`config.mk`:
```
export PLATFORM = sky130hd
export DESIGN_NAME = ob_read_ctrl
export DESIGN_NICKNAME = d
export VERILOG_FILES = /design/src/rtl/ob_read_ctrl.sv
export SDC_FILE = /design/constraint.sdc
export NUM_CORES = 1
export LEC_CHECK = 0
export ABC_CLOCK_PERIOD_IN_PS = 3100
export CORE_ASPECT_RATIO = 2
export CORE_MARGIN = 1
export CORE_UTILIZATION = 45
export CTS_CLUSTER_DIAMETER = 80
export CTS_CLUSTER_SIZE = 24
export DETAILED_ROUTE_END_ITERATION = 8
export GPL_ROUTABILITY_DRIVEN = 0
export HOLD_SLACK_MARGIN = 0.05
export PLACE_DENSITY = 0.76
export SKIP_CTS_REPAIR_TIMING = 1
export SLEW_MARGIN = 20
export SYNTH_ARGS = -nofsm -noshare
export SYNTH_HDL_FRONTEND = slang
export SYNTH_SLANG_ARGS = --single-unit
export TNS_END_PERCENT = 50
```
`constraint.sdc`:
```
create_clock -name r_clk -period 3.1 [get_ports r_clk]
set_input_delay 0.93 -clock r_clk [delete_from_list [all_inputs] [get_ports r_clk]]
set_output_delay 0.93 -clock r_clk [all_outputs]
set_load 0.05 [all_outputs]
```
`src/rtl/ob_read_ctrl.sv`:
```
`default_nettype none
// ============================================================================
// Module      : ob_read_ctrl
// Description : Read-side packet controller for the output buffer FIFO.
//               Drains the FIFO into framed packets (length header, data,
//               optional XOR checksum trailer) over a registered valid/ready
//               output stage.
// Options     : OB_CHECKSUM_EN - append an XOR checksum trailer byte.
// Revision    : 1.0 - initial release
// ============================================================================
module ob_read_ctrl #(
   parameter int PKT_LEN = 64
) (
   input  logic       r_clk,
   input  logic       n_rst,
   input  logic       empty,
   input  logic [7:0] fifo_rdata,
   input  logic [7:0] fill_count,
   input  logic       flush,
   output logic       r_en,
   output logic [7:0] tx_data,
   output logic       tx_valid,
   output logic       tx_sop,
   output logic       tx_eop,
   input  logic       tx_ready,
   output logic       busy,
   output logic [7:0] pkt_count
);

   localparam logic [7:0] LEN_FULL = 8'(PKT_LEN);

`ifdef OB_CHECKSUM_EN
   typedef enum logic [1:0] {
      IDLE = 2'd0,
      DATA = 2'd1,
      CHK  = 2'd2
   } state_t;
`else
   typedef enum logic [0:0] {
      IDLE = 1'b0,
      DATA = 1'b1
   } state_t;
`endif

   state_t     state;
   state_t     state_n;
   logic [7:0] remaining;
   logic [7:0] remaining_n;
   logic [7:0] data_n;
   logic       valid_n;
   logic       sop_n;
   logic       eop_n;
   logic       pop;
   logic       slot_free;
   logic       start_full;
   logic       start_flush;
`ifdef OB_CHECKSUM_EN
   logic [7:0] chk;
   logic [7:0] chk_n;
`endif

   // The output register may be overwritten when empty or being accepted now.
   assign slot_free   = !tx_valid || tx_ready;
   assign start_full  = (fill_count >= LEN_FULL);
   assign start_flush = flush && (fill_count != 8'd0);

   // Next-state, next-output-register and FIFO pop decode.
   always_comb begin
      state_n     = state;
      remaining_n = remaining;
      data_n      = tx_data;
      valid_n     = tx_valid;
      sop_n       = tx_sop;
      eop_n       = tx_eop;
      pop         = 1'b0;
`ifdef OB_CHECKSUM_EN
      chk_n       = chk;
`endif
      if (slot_free) begin
         // Slot drains unless something is loaded below.
         valid_n = 1'b0;
         case (state)
            IDLE: begin
               if (start_full || start_flush) begin
                  // Full-packet length wins over a flush request.
                  data_n      = start_full ? LEN_FULL : fill_count;
                  valid_n     = 1'b1;
                  sop_n       = 1'b1;
                  eop_n       = 1'b0;
                  remaining_n = data_n;
`ifdef OB_CHECKSUM_EN
                  chk_n       = data_n;
`endif
                  state_n     = DATA;
               end
            end
            DATA: begin
               // An empty FIFO stalls the packet without popping.
               if (!empty) begin
                  pop         = 1'b1;
                  data_n      = fifo_rdata;
                  valid_n     = 1'b1;
                  sop_n       = 1'b0;
                  remaining_n = remaining - 8'd1;
`ifdef OB_CHECKSUM_EN
                  eop_n       = 1'b0;
                  chk_n       = chk ^ fifo_rdata;
                  if (remaining == 8'd1) begin
                     state_n = CHK;
                  end
`else
                  eop_n       = (remaining == 8'd1);
                  if (remaining == 8'd1) begin
                     state_n = IDLE;
                  end
`endif
               end
            end
`ifdef OB_CHECKSUM_EN
            CHK: begin
               data_n  = chk;
               valid_n = 1'b1;
               sop_n   = 1'b0;
               eop_n   = 1'b1;
               state_n = IDLE;
            end
`endif
            default: begin
               state_n = IDLE;
            end
         endcase
      end
   end

   // Pop is suppressed while reset is asserted.
   assign r_en = pop && n_rst;
   assign busy = (state != IDLE) || tx_valid;

   // State, counters and registered output stage.
   always_ff @(posedge r_clk) begin
      if (!n_rst) begin
         state     <= IDLE;
         remaining <= 8'd0;
         tx_data   <= 8'd0;
         tx_valid  <= 1'b0;
         tx_sop    <= 1'b0;
         tx_eop    <= 1'b0;
`ifdef OB_CHECKSUM_EN
         chk       <= 8'd0;
`endif
      end else begin
         state     <= state_n;
         remaining <= remaining_n;
         tx_data   <= data_n;
         tx_valid  <= valid_n;
         tx_sop    <= sop_n;
         tx_eop    <= eop_n;
`ifdef OB_CHECKSUM_EN
         chk       <= chk_n;
`endif
      end
   end

   // Count packets whose final byte the transmitter has accepted.
   always_ff @(posedge r_clk) begin
      if (!n_rst) begin
         pkt_count <= 8'd0;
      end else if (tx_valid && tx_ready && tx_eop) begin
         pkt_count <= pkt_count + 8'd1;
      end
   end

endmodule
`default_nettype wire
```
==> key figures <==
Outcome
  – Result of the run: finished clean

Final layout
  – Post-route design area: 1972 sq um
  – Layout overhead on the synthesized area: 36.81%
  – Diode count: 0
  – Fraction of layout cells with a size suffix above 1: 8.920%
  – # nets final: 238
  – Count of filler cells inserted in the layout: 270
  – Number of standard cells in the layout, taps in and fillers out: 243

Floorplan
  – Core box area: 3013 sq um
  – Die outline height: 82.04 um
  – Die area: 3447 sq um
  – X dimension of the die: 42.02 um
  – Initial Utilization: 47.84%
  – Ports placed on the boundary: 42
  – Site row count: 28

GRT
  – Overall routing resource usage: 25.43%
  – Largest net degree at the start of global routing: 29
  – Number of global-route vias before repair: 1478
  – Total congestion overflow: 0
  – Number of antenna violations at the first check in global routing: 0
  – First-pass GRT wire length: 6.762 mm

Timing
  – Fin Setup TNS: 0 ns
  – Post-layout minimum cycle time: 2.881 ns
  – Fraction of the cycle the final worst path needs: 92.93%
  – Transition at the pin with the smallest max-transition slack: 0.6720 ns
  – Final Hold Violating Endpoints: 0
  – Setup WS post-layout: 0.2190 ns
  – RSZ-0062 raised after global routing: false
  – Headroom to the max-slew limit: 54.85%
  – Max-slew violations: 0
  – Highest clock rate: 347.1 MHz
  – Worst clock skew on the final layout: 0.003471 ns
  – Number of endpoints failing setup at the final stage: 0

Power
  – Power share of the combinational group: 36.2%
  – Relative contribution of sequential cells to total power: 41.5%
  – Clock network fraction of design power: 22.3%
  – Leakage power of the design: 0.7055 nW
  – Proportion of total power due to net switching: 35.65%
  – Internal power: 651.0 uW
  – Power per cell area: 513.1 nW/um^2
  – Switching component of the power: 360.7 uW
  – Total chip power: 1.012 mW
  – Worst supply voltage drop on vdd: 0.3370 mV

Placement
  – Instance area at placement: 1917 sq um
  – Minimum setup slack after placement: 0.2186 ns
  – Placed cell count: 239
  – # port buffers: 41
  – Half-perimeter wire length after detailed placement: 3.227 mm

Worst setup path
  – Critical path endpoint category: primary output
  – R2R Path Start: state$_SDFFE_PN0N_
  – Worst setup SP type: input pin
  – Arrival time worst endpoint: 1.95 ns
  – CP max FO: 5
  – Worst Path Class, Setup: in -> out
  – WP data required: 2.17 ns
  – Source of the critical timing path: empty

Routing
  – Antenna Violating Nets Remaining: 0
  – Total wire length: 4.172 mm
  – Count of routing violations after the opening detailed-route iteration: 57
  – Remaining design rule violation count: 0
  – DRT Pass-1 Iters: 4
  – Vias: 1504
  – Via-to-Cell Ratio: 6.189
  – Drt wl/cell: 17.17 um

Synth
  – Synth Area per Inst: 8.429 sq um
  – Register bit count reported by yosys: 28
  – Post-synthesis instance total: 171
  – Warnings from Yosys: 0
  – Share of synthesized area occupied by flip-flops and latches: 38.89%
  – Nets in the synthesized netlist: 195
  – Count of cell types in the netlist: 38
  – Area of the mapped netlist: 1441 sq um
  – Share of synthesized registers carrying an async set or reset: 0%
  – Number of synthesized flops with an enable pin: 0
  – Main synth FF type: dfxtp_1

Worst hold path
  – Class of the tightest hold or removal check: reg -> reg
  – Startpoint of the lowest-slack hold path: tx_sop$_SDFFE_PN0P_

Clocking
  – Clock slew seen by the registers of the worst setup and hold paths: 0.09 ns
  – CTS root buf: clkbuf_8
  – TritonCTS clock tree: yes
  – Number of sinks handled by clock tree synthesis: 28
  – Clock latency on the worst-skew pair: 0.27 ns
  – Num CTS Buffers: 3
  – Maximum clock path buffer count: 2
  – H-tree levels: 1

Job
  – Count of maximum capacitance violations: 0
## kinds of logic after synthesis
kind of cell,after synthesis,share of synthesized area [%]
mux,1,0.6945
flops,28,38.89
compound gates,55,27.87
simple gates,63,22.22
xor+xnor,6,3.646
buf+inv,15,4.080
fa+ha+maj,3,2.604
## metal layers
layer / share of wire, % / GRT usage (%) / vias to the layer above
met5: 0 / 0 / -
met1: 37 / 26.12 / 705
li1: - / - / 727
met3: 4.9 / 3.956 / 6
met4: 1.4 / 9.063 / 0
met2: 57 / 50.47 / 66
## cells in the final DEF (no fill, tap or decap), drive strengths merged, types with 8 or more instances in the layout
master,instances
nor3,15
buf,8
a21oi,16
dfxtp,28
nor2,17
a22oi,8
a211oi,9
nand2,11
clkdlybuf4s50,40
## power groups by stage
stage | Clock, mW | Combinational [mW] | Sequential [mW]
finish | 0.226 | 0.366 | 0.420
global route | 0.245 | 0.389 | 0.423
CTS | 0.229 | 0.362 | 0.419
detailed placement | 0 | 0.361 | 0.427
global placement | 0 | 0.350 | 0.426
floorplan | 0 | 0.182 | 0.479
## cells in the mapped netlist, types with 2 or more instances
library cell / instances / area [sq um]
a21oi_1: 16 / 80.08
and3_1: 3 / 18.77
xnor2_1: 3 / 26.28
nand4_1: 5 / 31.28
nand2b_1: 2 / 12.51
inv_1: 5 / 18.77
a21o_1: 3 / 22.52
dfxtp_1: 28 / 560.5
nand2_1: 10 / 37.54
nor3_1: 15 / 75.07
ha_1: 3 / 37.54
a211oi_1: 9 / 67.56
o32ai_1: 5 / 43.79
a22oi_1: 8 / 60.06
clkbuf_1: 7 / 26.28
o21ai_0: 2 / 10.01
buf_2: 2 / 10.01
a32oi_1: 2 / 17.52
nor2b_1: 2 / 12.51
xor2_1: 3 / 26.28
nand3_1: 4 / 20.02
nor2_1: 16 / 60.06
a2bb2oi_1: 3 / 26.28
## state kept, by name, summed over array words and instances (netlist names)
register / count
tx_valid: 1
tx_data: 8
remaining: 8
pkt_count: 8
tx_eop: 1
state: 1
tx_sop: 1
## stage by stage
step | hold slack, ns | util [%]
6_report | 0.4919 | 65.45
2_1_floorplan | 0.4386 | -
5_1_grt | 0.4994 | 65.45
3_5_place_dp | 0.4776 | 63.62
3_3_place_gp | 0.4474 | 63.62
4_1_cts | 0.4935 | 65.45
## worst max-delay path, cell delays in order
cell,delay (ns)
clkdlybuf4s50_1,0.42
nand2b_1,0.22
nor3_2,0.21
buf_12,0.17
## worst paths after layout
path	endpoint	slack (ns)	cells past startpoint
max	r_en	0.22	4
min	tx_sop$_SDFFE_PN0P_	0.49	2
max reg2reg	remaining[6]$_SDFFE_PN0P_	1.35	5
min reg2reg	tx_sop$_SDFFE_PN0P_	0.49	2
## cell type report
type                    count  area, sq um  area share [%]
clock buffers               4        55.05           2.792
inverters                   5        18.77          0.9518
multi-input cells         128        827.0           41.94
flip-flops and latches     28        560.5           28.43
well taps                  30        37.54           1.904
repair buffers             48        473.0           23.98
Note: power is estimated with default switching activity, not from simulation.
